### config.mk
export PLATFORM = sky130hd
export DESIGN_NAME = clk_period_meter
export DESIGN_NICKNAME = d
export VERILOG_FILES = /design/src/rtl/clk_period_meter.sv
export SDC_FILE = /design/constraint.sdc
export NUM_CORES = 1
export LEC_CHECK = 0
export ABC_AREA = 0
export BUFFER_PORTS_ARGS = -buffer_cell sky130_fd_sc_hd__buf_2
export CAP_MARGIN = 20
export CORE_MARGIN = 8
export CORE_UTILIZATION = 52
export CTS_BUF_LIST = sky130_fd_sc_hd__clkbuf_16
export CTS_CLUSTER_DIAMETER = 60
export CTS_CLUSTER_SIZE = 12
export DETAILED_ROUTE_END_ITERATION = 7
export PLACE_DENSITY = 0.74
export SLEW_MARGIN = 20
export SYNTH_ARGS = -nofsm -noshare
export SYNTH_HDL_FRONTEND = slang
export SYNTH_SLANG_ARGS = --single-unit
### constraint.sdc
create_clock -name clkin -period 2.5 [get_ports clkin]
set_input_delay 0.25 -clock clkin [delete_from_list [all_inputs] [get_ports clkin]]
set_output_delay 0.25 -clock clkin [all_outputs]
set_load 0.01 [all_outputs]
### src/rtl/clk_period_meter.sv
// clk_period_meter: single-shot period / high-time measurement of a slow,
// asynchronous clock-like signal, counted in clkin cycles.
module clk_period_meter #(
  parameter int CNT_W       = 26,
  parameter int SYNC_STAGES = 2   // must be >= 2
) (
  input  logic             clkin,
  input  logic             rst,
  input  logic             sigin,
  input  logic             start,
  output logic [CNT_W-1:0] period,
  output logic [CNT_W-1:0] high_time,
  output logic             valid,
  output logic             busy,
  output logic             overflow
);

  typedef enum logic [1:0] {IDLE, ARM, MEASURE} state_t;

  localparam logic [CNT_W-1:0] CNT_MAX = '1;
  localparam logic [CNT_W-1:0] CNT_ONE = CNT_W'(1);

  state_t                 state, state_nxt;
  logic [SYNC_STAGES-1:0] sync_pipe;
  logic                   s, s_d, rise;
  logic [CNT_W-1:0]       cnt, cnt_nxt, hcnt, hcnt_nxt;
  logic [CNT_W-1:0]       period_nxt, high_nxt;
  logic                   valid_nxt, ovf_nxt;

  assign s    = sync_pipe[SYNC_STAGES-1];
  assign rise = s & ~s_d;
  assign busy = (state != IDLE);

  // Synchronizer chain plus one delay flop for rising-edge detection.
  always_ff @(posedge clkin) begin
    if (rst) begin
      sync_pipe <= '0;
      s_d       <= 1'b0;
    end else begin
      sync_pipe <= {sync_pipe[SYNC_STAGES-2:0], sigin};
      s_d       <= s;
    end
  end

  // FSM state register.
  always_ff @(posedge clkin) begin
    if (rst) state <= IDLE;
    else     state <= state_nxt;
  end

  // Next-state and datapath update. A start landing in the valid cycle is
  // dropped: the FSM is already back in IDLE there, so gate on valid too.
  always_comb begin
    state_nxt  = state;
    cnt_nxt    = cnt;
    hcnt_nxt   = hcnt;
    period_nxt = period;
    high_nxt   = high_time;
    valid_nxt  = 1'b0;
    ovf_nxt    = overflow;
    unique case (state)
      IDLE: begin
        if (start && !valid) begin
          cnt_nxt   = '0;
          hcnt_nxt  = '0;
          ovf_nxt   = 1'b0;
          state_nxt = ARM;
        end
      end
      ARM: begin
        if (rise) begin
          cnt_nxt   = CNT_ONE;
          hcnt_nxt  = CNT_ONE;
          state_nxt = MEASURE;
        end else if (cnt == CNT_MAX) begin
          // no edge ever arrived: report a saturated, empty result
          ovf_nxt    = 1'b1;
          period_nxt = CNT_MAX;
          high_nxt   = '0;
          valid_nxt  = 1'b1;
          state_nxt  = IDLE;
        end else begin
          cnt_nxt = cnt + CNT_ONE;
        end
      end
      MEASURE: begin
        if (rise) begin
          period_nxt = cnt;
          high_nxt   = hcnt;
          valid_nxt  = 1'b1;
          state_nxt  = IDLE;
        end else if (cnt == CNT_MAX) begin
          // abort before cnt could wrap; hcnt <= cnt so it cannot wrap either
          ovf_nxt    = 1'b1;
          period_nxt = CNT_MAX;
          high_nxt   = hcnt;
          valid_nxt  = 1'b1;
          state_nxt  = IDLE;
        end else begin
          cnt_nxt = cnt + CNT_ONE;
          if (s) hcnt_nxt = hcnt + CNT_ONE;
        end
      end
      default: state_nxt = IDLE;
    endcase
  end

  // Counters and result registers; results hold until the next valid.
  always_ff @(posedge clkin) begin
    if (rst) begin
      cnt       <= '0;
      hcnt      <= '0;
      period    <= '0;
      high_time <= '0;
      valid     <= 1'b0;
      overflow  <= 1'b0;
    end else begin
      cnt       <= cnt_nxt;
      hcnt      <= hcnt_nxt;
      period    <= period_nxt;
      high_time <= high_nxt;
      valid     <= valid_nxt;
      overflow  <= ovf_nxt;
    end
  end

endmodule

Word level (Yosys, flattened, before mapping)

Cells that the tools add are included.

Mux-type cells: 32
Reduce and logical (&&, ||, !) cells: 13
Eq/ne operators: 13
$add $sub $neg: 2
Bitwise logic cells: 2

Operators with widths:

| operator                | number |
|---|---|
| $mux W26                | 15 |
| $pmux W26 S3            | 2 |
| $pmux W26 S2            | 2 |
| $add A26 B1 Y26 const B | 2 |
| $eq A26 B26 Y1 const B  | 1 |
| $ne A2 B2 Y1 const B    | 8 |
| $mux W2                 | 4 |
| $reduce_and A4 Y1       | 2 |
| $mux W1                 | 6 |
| $pmux W2 S3             | 1 |
| $reduce_and A6 Y1       | 1 |
| $reduce_bool A2 Y1      | 3 |
| $pmux W1 S2             | 2 |
| $ne A3 B3 Y1 const B    | 1 |
| $reduce_and A3 Y1       | 1 |
| $reduce_bool A3 Y1      | 1 |
| $eq A2 B1 Y1 const B    | 1 |
| $eq A2 B2 Y1 const B    | 1 |
| $logic_not A2 Y1        | 1 |
| $ne A2 B1 Y1 const B    | 1 |
| $reduce_and A2 Y1       | 1 |
| $reduce_or A2 Y1        | 1 |
| $and A1 B1 Y1           | 1 |
| $logic_and A1 B1 Y1     | 1 |
| 2 further kinds         | 2 |

Logic and storage cells: 71
Register bits after elaboration: 111
Input port bits: 4

Longest topological paths before layout

Gate-level depths: netlist of the first run.

Word-level depth: 5
Mapped depth: 9

Least setup slack after synthesis of the first run

Ideal clock, no wire load.

Path kind: flip-flop to flip-flop
Start: reg cnt[19]
End: reg high_time[0]
Data required time: 2372 ps
Library setup time: 128 ps
Stages on the path, launching flop included: 9
Setup slack: 307 ps
Arrival: 2065 ps
Cell sequence: dfxtp_1 > and4_4 > nand2_2 > or4_4 > buf_6 > a21oi_4 > buf_8 > mux2i_1 > nor2_1

Word-level cells in the longest chain between the ends: 3
Elaborated cells on any way between the ends: 4
Classes of those cells: eq/ne (3); reduce/logical (1)

RTL lines:

| element                                                       | line   | RTL |
|---|---|---|
| start: declaration                                            | 26     | `logic [CNT_W-1:0] cnt, cnt_nxt, hcnt, hcnt_nxt;` |
| start signal: assignment                                      | 118    | `cnt <= cnt_nxt;` |
| $eq A26 B26 Y1 *                                              | 75, 92 |  |
| $ne A3 B3 Y1 (no source line) or $ne A2 B2 Y1 (tied branches) | -      |  |
| $reduce_and A4 Y1 (no source line) *                          | -      |  |
| end signal: assignment                                        | 121    | `high_time <= high_nxt;` |
| end: declaration                                              | 12     | `output logic [CNT_W-1:0] high_time,` |

Mark *: on every way between the ends. The rest lies on a longest branch, timed or not.
A chain may end at the register's enable or synchronous reset.

Worst setup path after layout of the first run

Start: reg cnt[14]
End: reg high_time[0]

The elaborated chain is that of the path after synthesis.

==> qor.tcl, run 1 <==
set qor(outcome) {complete, no violations}
set qor(cts_post_setup_buffers_inserted) 0
set qor(ys_async_sr_fraction_pct) 0
set qor(cts_root_buffer) {sky130_fd_sc_hd__clkbuf_16}
set qor(floorplan.core_area_mm2) 0.009819
set qor(routabilityCongestion) 0.8547
set qor(final_hold_viol_count) 0
set qor(rsz0062_at_grt) {true}
set qor(worst_ep_arrival_time_ns) 2.55
set qor(worst-r2r-setup-slack_ns) 0.15
set qor(fp.dieArea_mm2) 0.01360
set qor(multi_input_area_mm2) 0.002779
set qor(ff_latch_area_mm2) 0.002222
set qor(min_delay_worst_endpoint) {sync_pipe[0]}
set qor(synthesis.instances) 600
set qor(clockBufferDepth) 2
set qor(maximum_number_of_pins_on_one_net_before_global_route_repair) 56
set qor(initialDrtViolationCount) 228
set qor(tightest_slew_ns) 0.7063
set qor(ys.warnings.count) 0
set qor(floorplan.die.height_um) 116.6
set qor(criticalPathCategory) {register to register}
set qor(cp-start-kind) {register}
set qor(final_max_slew_viol_count) 0
set qor(max_capacitance_violation_count) 0
set qor(min-delay-path-class) {input pin to register}
set qor(drt_pass1_iterations) 4
set qor(final_layout_size_suffix_gt1_share_pct) 22.36
set qor(synth-seq-area-share_pct) 42.22
set qor(placement.setup.worst_slack_ns) 0.1724
set qor(cts_repair_resize_count) 0
set qor(grt_pass1_vias) 4363
set qor(fin_crit_ns) 2.348
set qor(port_buffers) 58
set qor(synth_edf_count) 0
set qor(htreeDepth) 3
set qor(most_used_cells_in_the_layout_excluding_fill_and_tap_cells) {sky130_fd_sc_hd__dfxtp_1 (111), sky130_fd_sc_hd__nor2_1 (92), sky130_fd_sc_hd__buf_2 (58)}
set qor(postRouteAntennaNets) 0
set qor(final_nets) 667
set qor(power_per_cell_area_mw_per_mm2) 595.8
set qor(area_growth_pct) 14.81
set qor(design_power_total_mw) 3.601
set qor(syn-mean-instance-area_um2) 8.773
set qor(ys_ff_latch) 111
set qor(dp.final_hpwl_um) 8799
set qor(wirelength_um) 12190
set qor(ys_dominant_reg_cell) {sky130_fd_sc_hd__dfxtp_1}
set qor(mapped_nets) 610
set qor(hold-path-cell-count) 2
set qor(detail_route.drc_violations) 0
set qor(cts_sinks) 111
set qor(layout_setup_ws_ns) 0.1516
set qor(grt_ovf) 0
set qor(globalRouteTotalUtil_pct) 18.61
set qor(cts_tree) {yes}
set qor(synthDistinctLibCells) 63
set qor(worst-path-max-fanout) 30
set qor(insertedDiodeCount) 0
set qor(final_setup_viols) 0
set qor(worst_setup_path_end_kind) {register}
set qor(timing.rr.end) {high_time[0]}
set qor(floorplan.rows) 36
set qor(p_leak_nw) 2.237
set qor(worst_ir_drop_vdd_v) 0.0004506
set qor(r2r_cell_count) 7
set qor(grt_first_pass_wirelength_um) 20510
set qor(clkTransAtPathRegs_ns) 0.07
set qor(fillers) 885
set qor(syn_area_mm2) 0.005264
set qor(start_util_pct) 53.61
set qor(pin_count) 59
set qor(fmaxAchievable_mhz) 425.8
set qor(initial_antenna_violation_count) 0
set qor(timing.max_slew.rel_slack_pct) 52.60
set qor(finalClockSkew_ns) 0.007568
set qor(num_vias) 4483
set qor(post_drt_wl_per_cell_um) 15.33
set qor(cts_inserted_buffers) 9
set qor(timing.final.crit_share_pct) 93.93
set qor(cts_hold_repair.buffers) 0
set qor(worstHoldStart) {sigin}
set qor(layout.cells.most_common) {sky130_fd_sc_hd__dfxtp_1}
set qor(die-width_um) 116.6
set qor(regToRegStartpoint) {cnt[14]}
set qor(skew_pair_late_insertion_delay_ns) 0.34
set qor(avgViaCountPerCell) 5.639
set qor(critical_path_required_ns) 2.71
critical path, stage by stage (launching register included):
cell,delay (ns)
sky130_fd_sc_hd__dfxtp_1,0.46
sky130_fd_sc_hd__and4_4,0.30
sky130_fd_sc_hd__nand2_1,0.09
sky130_fd_sc_hd__or4_4,0.58
sky130_fd_sc_hd__a21oi_4,0.24
sky130_fd_sc_hd__buf_12,0.24
sky130_fd_sc_hd__mux2i_1,0.24
sky130_fd_sc_hd__nor2_1,0.06
sequential cells by signal, summed over array words and instances, names as in the netlist:
name and cells:
cnt 26, hcnt 26, high_time 26, period 26, state 2, sync_pipe 2, overflow 1, s_d 1
valid 1
layer usage:
metal / GRT usage (%) / vias to the layer above / wire length [um]
met2: 34.48 / 89 / 6300
met3: 3.516 / 19 / 469
met1: 20.89 / 2127 / 5224
met4: 6.143 / 0 / 197
li1: - / 2248 / -
met5: 0 / - / 0
synthesized netlist by cell type (4+ instances only):
| library cell | instances | area share (%) |
|---|---|---|
| sky130_fd_sc_hd__a31oi_1 | 12 | 1.4 |
| sky130_fd_sc_hd__ha_1 | 6 | 1.4 |
| sky130_fd_sc_hd__mux2i_1 | 27 | 5.1 |
| sky130_fd_sc_hd__and3_1 | 6 | 0.71 |
| sky130_fd_sc_hd__nand2_1 | 35 | 2.5 |
| sky130_fd_sc_hd__o221a_2 | 6 | 1.3 |
| sky130_fd_sc_hd__nor4_1 | 5 | 0.59 |
| sky130_fd_sc_hd__a21oi_1 | 26 | 2.5 |
| sky130_fd_sc_hd__o21ai_0 | 10 | 0.95 |
| sky130_fd_sc_hd__nor2_1 | 92 | 6.6 |
| sky130_fd_sc_hd__nor3_1 | 23 | 2.2 |
| sky130_fd_sc_hd__nand4b_1 | 4 | 0.67 |
| sky130_fd_sc_hd__o31ai_1 | 10 | 1.4 |
| sky130_fd_sc_hd__o211ai_1 | 7 | 1.0 |
| sky130_fd_sc_hd__nor2b_1 | 6 | 0.71 |
| sky130_fd_sc_hd__nand2b_1 | 5 | 0.59 |
| sky130_fd_sc_hd__nor2_2 | 10 | 1.2 |
| sky130_fd_sc_hd__inv_1 | 12 | 0.86 |
| sky130_fd_sc_hd__xnor2_1 | 15 | 2.5 |
| sky130_fd_sc_hd__nor3_2 | 20 | 3.8 |
| sky130_fd_sc_hd__nand4_1 | 5 | 0.59 |
| sky130_fd_sc_hd__nand3_1 | 22 | 2.1 |
| sky130_fd_sc_hd__and4_1 | 4 | 0.67 |
| sky130_fd_sc_hd__a31o_2 | 4 | 0.67 |
| sky130_fd_sc_hd__clkbuf_1 | 26 | 1.9 |
| sky130_fd_sc_hd__a211oi_1 | 7 | 1.0 |
| sky130_fd_sc_hd__buf_2 | 4 | 0.38 |
| sky130_fd_sc_hd__and2_1 | 30 | 3.6 |
| sky130_fd_sc_hd__dfxtp_1 | 111 | 42 |
cells by family (layout without fill, tap and decap cells):
group | count (synthesis) | count (layout) | share of synthesized area (%)
flops | 111 | 111 | 42.22
buf+inv | 50 | 112 | 4.991
fa+ha+maj | 6 | 6 | 1.426
simple gates | 287 | 287 | 29.90
compound gates | 103 | 103 | 13.67
xor+xnor | 16 | 16 | 2.662
mux | 27 | 27 | 5.134
through the flow:
stage	cells	setup TNS (ns)	util [%]	hold WS [ns]	instance area, um2
CTS	795	0	61.54	0.1030	6043
global placement	779	0	58.28	0.4449	5723
floorplan	600	0	-	0.3333	5264
detailed placement	779	0	58.28	0.4400	5723
finish	795	0	61.54	0.1116	6043
global route	795	-0.005641	61.54	0.1292	6043
area by class of cell:
type                    instances  area share (%)
multi-input cells             439           45.98
flip-flops and latches        111           36.77
repair buffers                 84           8.447
clock buffers                   9           3.727
well taps                     133           2.754
clock inverters                 7           1.573
inverters                      12          0.7453
worst max path at each step:
stage,to,from,slack [ns],cells after the start
2_1_floorplan,high_time[0],cnt[19],0.31,8
3_3_place_gp,high_time[11],cnt[3],0.25,7
3_5_place_dp,high_time[0],cnt[3],0.17,7
4_1_cts,high_time[0],cnt[14],0.15,7
5_1_grt,cnt[22],state[0],-0.006,8
6_report,high_time[0],cnt[14],0.15,7
power by group:
part           internal (mW)  total, mW  switching, mW
Clock                  0.881       1.53          0.649
Combinational         0.0997      0.270          0.171
Sequential              1.79       1.80         0.0136
No activity file was read; power rests on OpenSTA's default activity.
==> inputs of run 2 (changes only) <==
--- a/config.mk
+++ b/config.mk
@@ -8,12 +8,14 @@
 export ABC_AREA = 0
 export BUFFER_PORTS_ARGS = -buffer_cell sky130_fd_sc_hd__buf_2
 export CAP_MARGIN = 20
+export CORE_ASPECT_RATIO = 1.1
 export CORE_MARGIN = 8
 export CORE_UTILIZATION = 52
 export CTS_BUF_LIST = sky130_fd_sc_hd__clkbuf_16
 export CTS_CLUSTER_DIAMETER = 60
 export CTS_CLUSTER_SIZE = 12
 export DETAILED_ROUTE_END_ITERATION = 7
+export GPL_TIMING_DRIVEN = 0
 export PLACE_DENSITY = 0.74
 export SLEW_MARGIN = 20
 export SYNTH_ARGS = -nofsm -noshare
==> qor.tcl, run 2 (synthesis results as in run 1) <==
set qor(worst_setup_path_end_kind) {register}
set qor(floorplan.rows) 38
set qor(area_growth_pct) 15.64
set qor(avgViaCountPerCell) 5.788
set qor(route.layer.met1.wl_um) 5458
set qor(insertedDiodeCount) 0
set qor(fillers) 835
set qor(cts_inserted_buffers) 9
set qor(multi_input_area_mm2) 0.002851
set qor(critical_path.cell_chain) {ha_2, nand3_1, or4_4, buf_6, a21oi_4, buf_4, buf_8, mux2i_1, nor2_1}
set qor(post_dp_cell_area_mm2) 0.005704
set qor(wirelength_um) 13000
set qor(top_layer) {met4}
set qor(hold_slack_ns) 0.1227
set qor(worst_ir_drop_vdd_v) 0.0003518
set qor(clockBufferDepth) 2
set qor(skew_pair_late_insertion_delay_ns) 0.35
set qor(min-delay-path-class) {input pin to register}
set qor(maximum_number_of_pins_on_one_net_before_global_route_repair) 19
set qor(critical_path_required_ns) 2.71
set qor(cp_slowest_cell) {sky130_fd_sc_hd__or4_4}
set qor(rsz0062_at_grt) {true}
set qor(timing.final.crit_share_pct) 94.04
set qor(finalClockSkew_ns) 0.006400
set qor(cp-start-kind) {register}
set qor(fin_crit_ns) 2.351
set qor(floorplan.core_area_mm2) 0.009842
set qor(dr_wl_met3_um) 539
set qor(layout.cell_area.non_filler_mm2) 0.006087
set qor(cts_sinks) 111
set qor(placement.setup.worst_slack_ns) -0.2570
set qor(max_capacitance_violation_count) 0
set qor(ff_latch_area_mm2) 0.002228
set qor(grt_ovf) 0
set qor(fmaxAchievable_mhz) 425.3
set qor(htreeDepth) 3
set qor(floorplan.die.height_um) 121.5
set qor(routabilityCongestion) 0.8828
set qor(worst-path-max-fanout) 10
set qor(drt_pass1_iterations) 7
set qor(dr_wl_met2_um) 6796
set qor(initial_antenna_violation_count) 0
set qor(cpPeakStageDelay_ns) 0.54
set qor(outcome) {complete, no violations}
set qor(clkTransAtPathRegs_ns) 0.07
set qor(fp.dieArea_mm2) 0.01360
set qor(post_drt_wl_per_cell_um) 16.33
set qor(dp.final_hpwl_um) 9451
set qor(criticalPathCategory) {register to register}
set qor(final_hold_viol_count) 0
set qor(worst_ep_arrival_time_ns) 2.56
set qor(dp.cells) 778
set qor(port_buffers) 58
set qor(postRouteAntennaNets) 0
set qor(timing.max_slew.rel_slack_pct) 46.51
set qor(p_leak_nw) 2.231
set qor(num_vias) 4607
set qor(cts_tree) {yes}
set qor(globalRouteTotalUtil_pct) 19.09
set qor(final_setup_viols) 0
set qor(initialDrtViolationCount) 273
set qor(die-width_um) 111.9
set qor(tightest_slew_ns) 0.8023
set qor(detail_route.drc_violations) 0
set qor(final_nets) 681
set qor(final_layout_size_suffix_gt1_share_pct) 23.08
set qor(cts_root_buffer) {sky130_fd_sc_hd__clkbuf_16}
set qor(grt_pass1_vias) 4430
set qor(layout.cells.most_common) {sky130_fd_sc_hd__dfxtp_1}
set qor(pin_count) 59
set qor(layout_setup_ws_ns) 0.1490
set qor(grt_first_pass_wirelength_um) 21470
set qor(most_used_cells_in_the_layout_excluding_fill_and_tap_cells) {sky130_fd_sc_hd__dfxtp_1 (106), sky130_fd_sc_hd__nor2_1 (91), sky130_fd_sc_hd__buf_2 (64)}
set qor(final_max_slew_viol_count) 0
set qor(power_per_cell_area_mw_per_mm2) 561.8
set qor(fin_cells) 796
set qor(start_util_pct) 53.48
[run 2: cell types whose count changed in the layout (fill, tap and decap cells not counted), sizes merged]
cell,before,now
clkinvlp,0,2
inv,13,14
clkbuf,9,32
bufinv,2,0
clkinv,4,3
buf,84,75
[run 2: critical path, delay by kind of cell, from the launching register on]
kind,cells,cell delay [ns]
AO/OA/AOI/OAI,1,0.12
adder cells (fa/ha/maj),1,0.23
buffers and inverters,3,0.48
AND/OR/NAND/NOR,3,0.79
flip-flops,1,0.40
multiplexers,1,0.20
[run 2: what timing repair did]
| item | CTS | global route |
|---|---|---|
| endpoints found under the setup margin | 50 | 55 |
| pin swaps | 1 | 1 |
| hold buffers | 0 | 0 |
| resized for setup | 9 | 21 |
| setup buffers | 3 | 0 |
[run 2: through the flow]
stage,total power [mW],utilization (%),setup TNS [ns]
after floorplan,2.027,-,0
after global placement,2.101,57.96,-3.419
after detailed placement,2.107,57.96,-5.748
after CTS,3.424,61.31,0
after global routing,3.535,61.85,-0.01232
final,3.420,61.85,0
[run 2: cell type report]
type	count	area share [%]
timing repair buffer	61	5.139
tap	120	2.467
clock buffer	9	3.700
inverter	12	0.7400
sequential	111	36.61
multi-input combinational	439	46.84
buffer	37	3.679
clock inverter	7	0.8222
[run 2: where the power goes]
group	internal, mW	leakage (nW)	switching, mW	total (mW)
Combinational	0.0960	1.20	0.184	0.280
Sequential	1.79	0.898	0.0151	1.80
Clock	0.678	0.133	0.658	1.34
Total	2.56	2.23	0.858	3.42
[run 2: path summary, 6_finish.rpt]
check / from / to / slack [ns] / depth (start not counted)
setup / recovery: cnt[1] / high_time[0] / 0.15 / 9
setup reg to reg: cnt[1] / high_time[0] / 0.15 / 9
hold / removal: sigin / sync_pipe[0] / 0.12 / 2
hold reg to reg: sync_pipe[0] / sync_pipe[1] / 0.44 / 1
[run 2: per-layer routing]
metal,global-route usage (%),up-vias
met5,0,-
met4,6.414,0
met3,3.186,18
met2,35.51,132
met1,21.81,2179
li1,-,2278
==> inputs of run 3 (changes only) <==
--- a/config.mk
+++ b/config.mk
@@ -8,15 +8,17 @@
 export ABC_AREA = 0
 export BUFFER_PORTS_ARGS = -buffer_cell sky130_fd_sc_hd__buf_2
 export CAP_MARGIN = 20
+export CELL_PAD_IN_SITES_DETAIL_PLACEMENT = 1
+export CELL_PAD_IN_SITES_GLOBAL_PLACEMENT = 2
 export CORE_ASPECT_RATIO = 1.1
 export CORE_MARGIN = 8
-export CORE_UTILIZATION = 52
+export CORE_UTILIZATION = 36
 export CTS_BUF_LIST = sky130_fd_sc_hd__clkbuf_16
 export CTS_CLUSTER_DIAMETER = 60
 export CTS_CLUSTER_SIZE = 12
 export DETAILED_ROUTE_END_ITERATION = 7
 export GPL_TIMING_DRIVEN = 0
-export PLACE_DENSITY = 0.74
+export PLACE_DENSITY = 0.82
 export SLEW_MARGIN = 20
 export SYNTH_ARGS = -nofsm -noshare
 export SYNTH_HDL_FRONTEND = slang
==> qor.tcl, run 3 (synthesis results as in run 1) <==
set qor(grt_first_pass_wirelength_um) 25530
set qor(port_buffers) 58
set qor(final_layout_size_suffix_gt1_share_pct) 25.48
set qor(cts_root_buffer) {sky130_fd_sc_hd__clkbuf_16}
set qor(post_drt_wl_per_cell_um) 17.89
set qor(clockBufferDepth) 2
set qor(detail_route.drc_violations) 0
set qor(htreeDepth) 3
set qor(power.share.switching_pct) 24.85
set qor(ff_latch_area_mm2) 0.002245
set qor(multi_input_area_mm2) 0.002864
set qor(pin_count) 59
set qor(hold_slack_ns) 0.1209
set qor(floorplan.rows) 46
set qor(clkTransAtPathRegs_ns) 0.07
set qor(initial_antenna_violation_count) 0
set qor(drt_pass1_iterations) 4
set qor(maximum_number_of_pins_on_one_net_before_global_route_repair) 18
set qor(power_switching_uw) 877.2
set qor(outcome) {complete, no violations}
set qor(floorplan.core_area_mm2) 0.01439
set qor(dp.cells) 850
set qor(dp.final_hpwl_um) 11300
set qor(layout.cell_area.non_filler_mm2) 0.006247
set qor(clkPwrFrac_pct) 40.8
set qor(worst_ir_drop_vdd_v) 0.0003247
set qor(p_leak_nw) 2.278
set qor(worst_setup_path_end_kind) {register}
set qor(placement.setup.worst_slack_ns) -0.4592
set qor(fmaxAchievable_mhz) 419.5
set qor(initialDrtViolationCount) 248
set qor(insertedDiodeCount) 0
set qor(timing.max_slew.rel_slack_pct) 43.10
set qor(fillers) 1735
set qor(cts_hold_repair.buffers) 0
set qor(wirelength_um) 15580
set qor(cts_inserted_buffers) 9
set qor(avgViaCountPerCell) 5.342
set qor(rsz0062_at_grt) {false}
set qor(globalRouteTotalUtil_pct) 16.74
set qor(layout.cells.most_common) {sky130_fd_sc_hd__dfxtp_1}
set qor(die-width_um) 131.3
set qor(final_hold_viol_count) 0
set qor(num_vias) 4653
set qor(worst-r2r-setup-slack_ns) 0.12
set qor(max_capacitance_violation_count) 0
set qor(fp.dieArea_mm2) 0.01875
set qor(worst_ep_arrival_time_ns) 2.61
set qor(fin_cells) 871
set qor(critPathLaunch) {cnt[11]}
set qor(grt_ovf) 0
set qor(final_setup_viols) 0
set qor(finalClockSkew_ns) 0.006869
set qor(critical_path_required_ns) 2.73
set qor(timing.final.crit_share_pct) 95.36
set qor(cts_tree) {yes}
set qor(seqPwrFrac_pct) 51.0
set qor(comb_power_share_pct) 8.2
set qor(power_report.internal_total_mw) 2.653
set qor(postRouteAntennaNets) 0
set qor(tightest_slew_ns) 0.8534
set qor(skew_pair_late_insertion_delay_ns) 0.36
set qor(regToRegStartpoint) {cnt[11]}
set qor(criticalPathCategory) {register to register}
set qor(r2r_cell_count) 9
set qor(layout_setup_ws_ns) 0.1161
set qor(timing.rr.end) {high_time[13]}
set qor(power_per_cell_area_mw_per_mm2) 565.1
set qor(grt_pass1_vias) 5052
set qor(cp-start-kind) {register}
set qor(cp_slowest_cell) {sky130_fd_sc_hd__or4_4}
set qor(floorplan.die.height_um) 142.8
set qor(worst-path-max-fanout) 10
set qor(cts_sinks) 111
set qor(final_max_slew_viol_count) 0
set qor(area_growth_pct) 18.68
set qor(cpPeakStageDelay_ns) 0.45
set qor(fin_crit_ns) 2.384
set qor(most_used_cells_in_the_layout_excluding_fill_and_tap_cells) {sky130_fd_sc_hd__dfxtp_1 (97), sky130_fd_sc_hd__nor2_1 (90), sky130_fd_sc_hd__buf_2 (63)}
set qor(final_nets) 684
set qor(min-delay-path-class) {input pin to register}
set qor(start_util_pct) 36.58
set qor(post_dp_cell_area_mm2) 0.005794
set qor(crit_path_end) {high_time[13]}
set qor(critical_path.cell_chain) {and4_2, nand3_4, or4_4, buf_6, a21oi_4, buf_4, buf_12, mux2i_1, nor2_1}
set qor(routabilityCongestion) 0.8023
[run 3: worst min-delay path by stage]
stage                    to    startpoint  depth (start not counted)  slack, ns
2_1_floorplan           s_d           rst                          1       0.33
3_3_place_gp   sync_pipe[1]  sync_pipe[0]                          1       0.42
3_5_place_dp   sync_pipe[1]  sync_pipe[0]                          1       0.44
4_1_cts        sync_pipe[0]         sigin                          2       0.10
5_1_grt        sync_pipe[0]         sigin                          2       0.14
6_report       sync_pipe[0]         sigin                          2       0.12
[run 3: what timing repair did]
item | 4_1_cts | 5_1_grt
setup buffers | 4 | 4
endpoints found under the setup margin | 77 | 92
pin swaps | 1 | 2
gates resized for setup | 10 | 31
[run 3: power groups by stage]
stage          Combinational [mW]  Sequential, mW  Clock [mW]
2_1_floorplan               0.178            1.85           0
3_3_place_gp                0.269            1.84           0
3_5_place_dp                0.277            1.84           0
4_1_cts                     0.288            1.80        1.48
5_1_grt                     0.319            1.80        1.54
6_report                    0.289            1.80        1.44
[run 3: per-layer routing]
layer  share of wire, %  vias to the layer above  track usage, %
met3                2.2                       16           2.600
met5                  0                        -               0
met2                 53                       62           31.69
li1                   -                     2276               -
met4                1.9                        0           7.562
met1                 42                     2299           18.05
[run 3: metrics by stage]
stage / TNS (ns) / total power [mW] / utilization [%]
finish: 0 / 3.530 / 43.42
global route: 0 / 3.660 / 43.42
CTS: -0.06569 / 3.575 / 42.80
detailed placement: -14.26 / 2.121 / 40.27
global placement: -9.862 / 2.113 / 40.27
floorplan: 0 / 2.027 / -
[run 3: final cells by class]
type	count	share of cell area [%]
clock inverters	7	1.001
repair buffers	66	5.608
multi-input cells	439	45.84
inverters	12	0.7210
clock buffers	9	3.605
plain buffers	35	3.445
flip-flops and latches	111	35.93
well taps	192	3.845
[run 3: worst max-delay path: cells and delay by family, from the launching register on]
kind	cells	cell delay (ns)
compound gates	1	0.19
flops	1	0.42
mux	1	0.20
buf+inv	3	0.47
simple gates	4	0.96
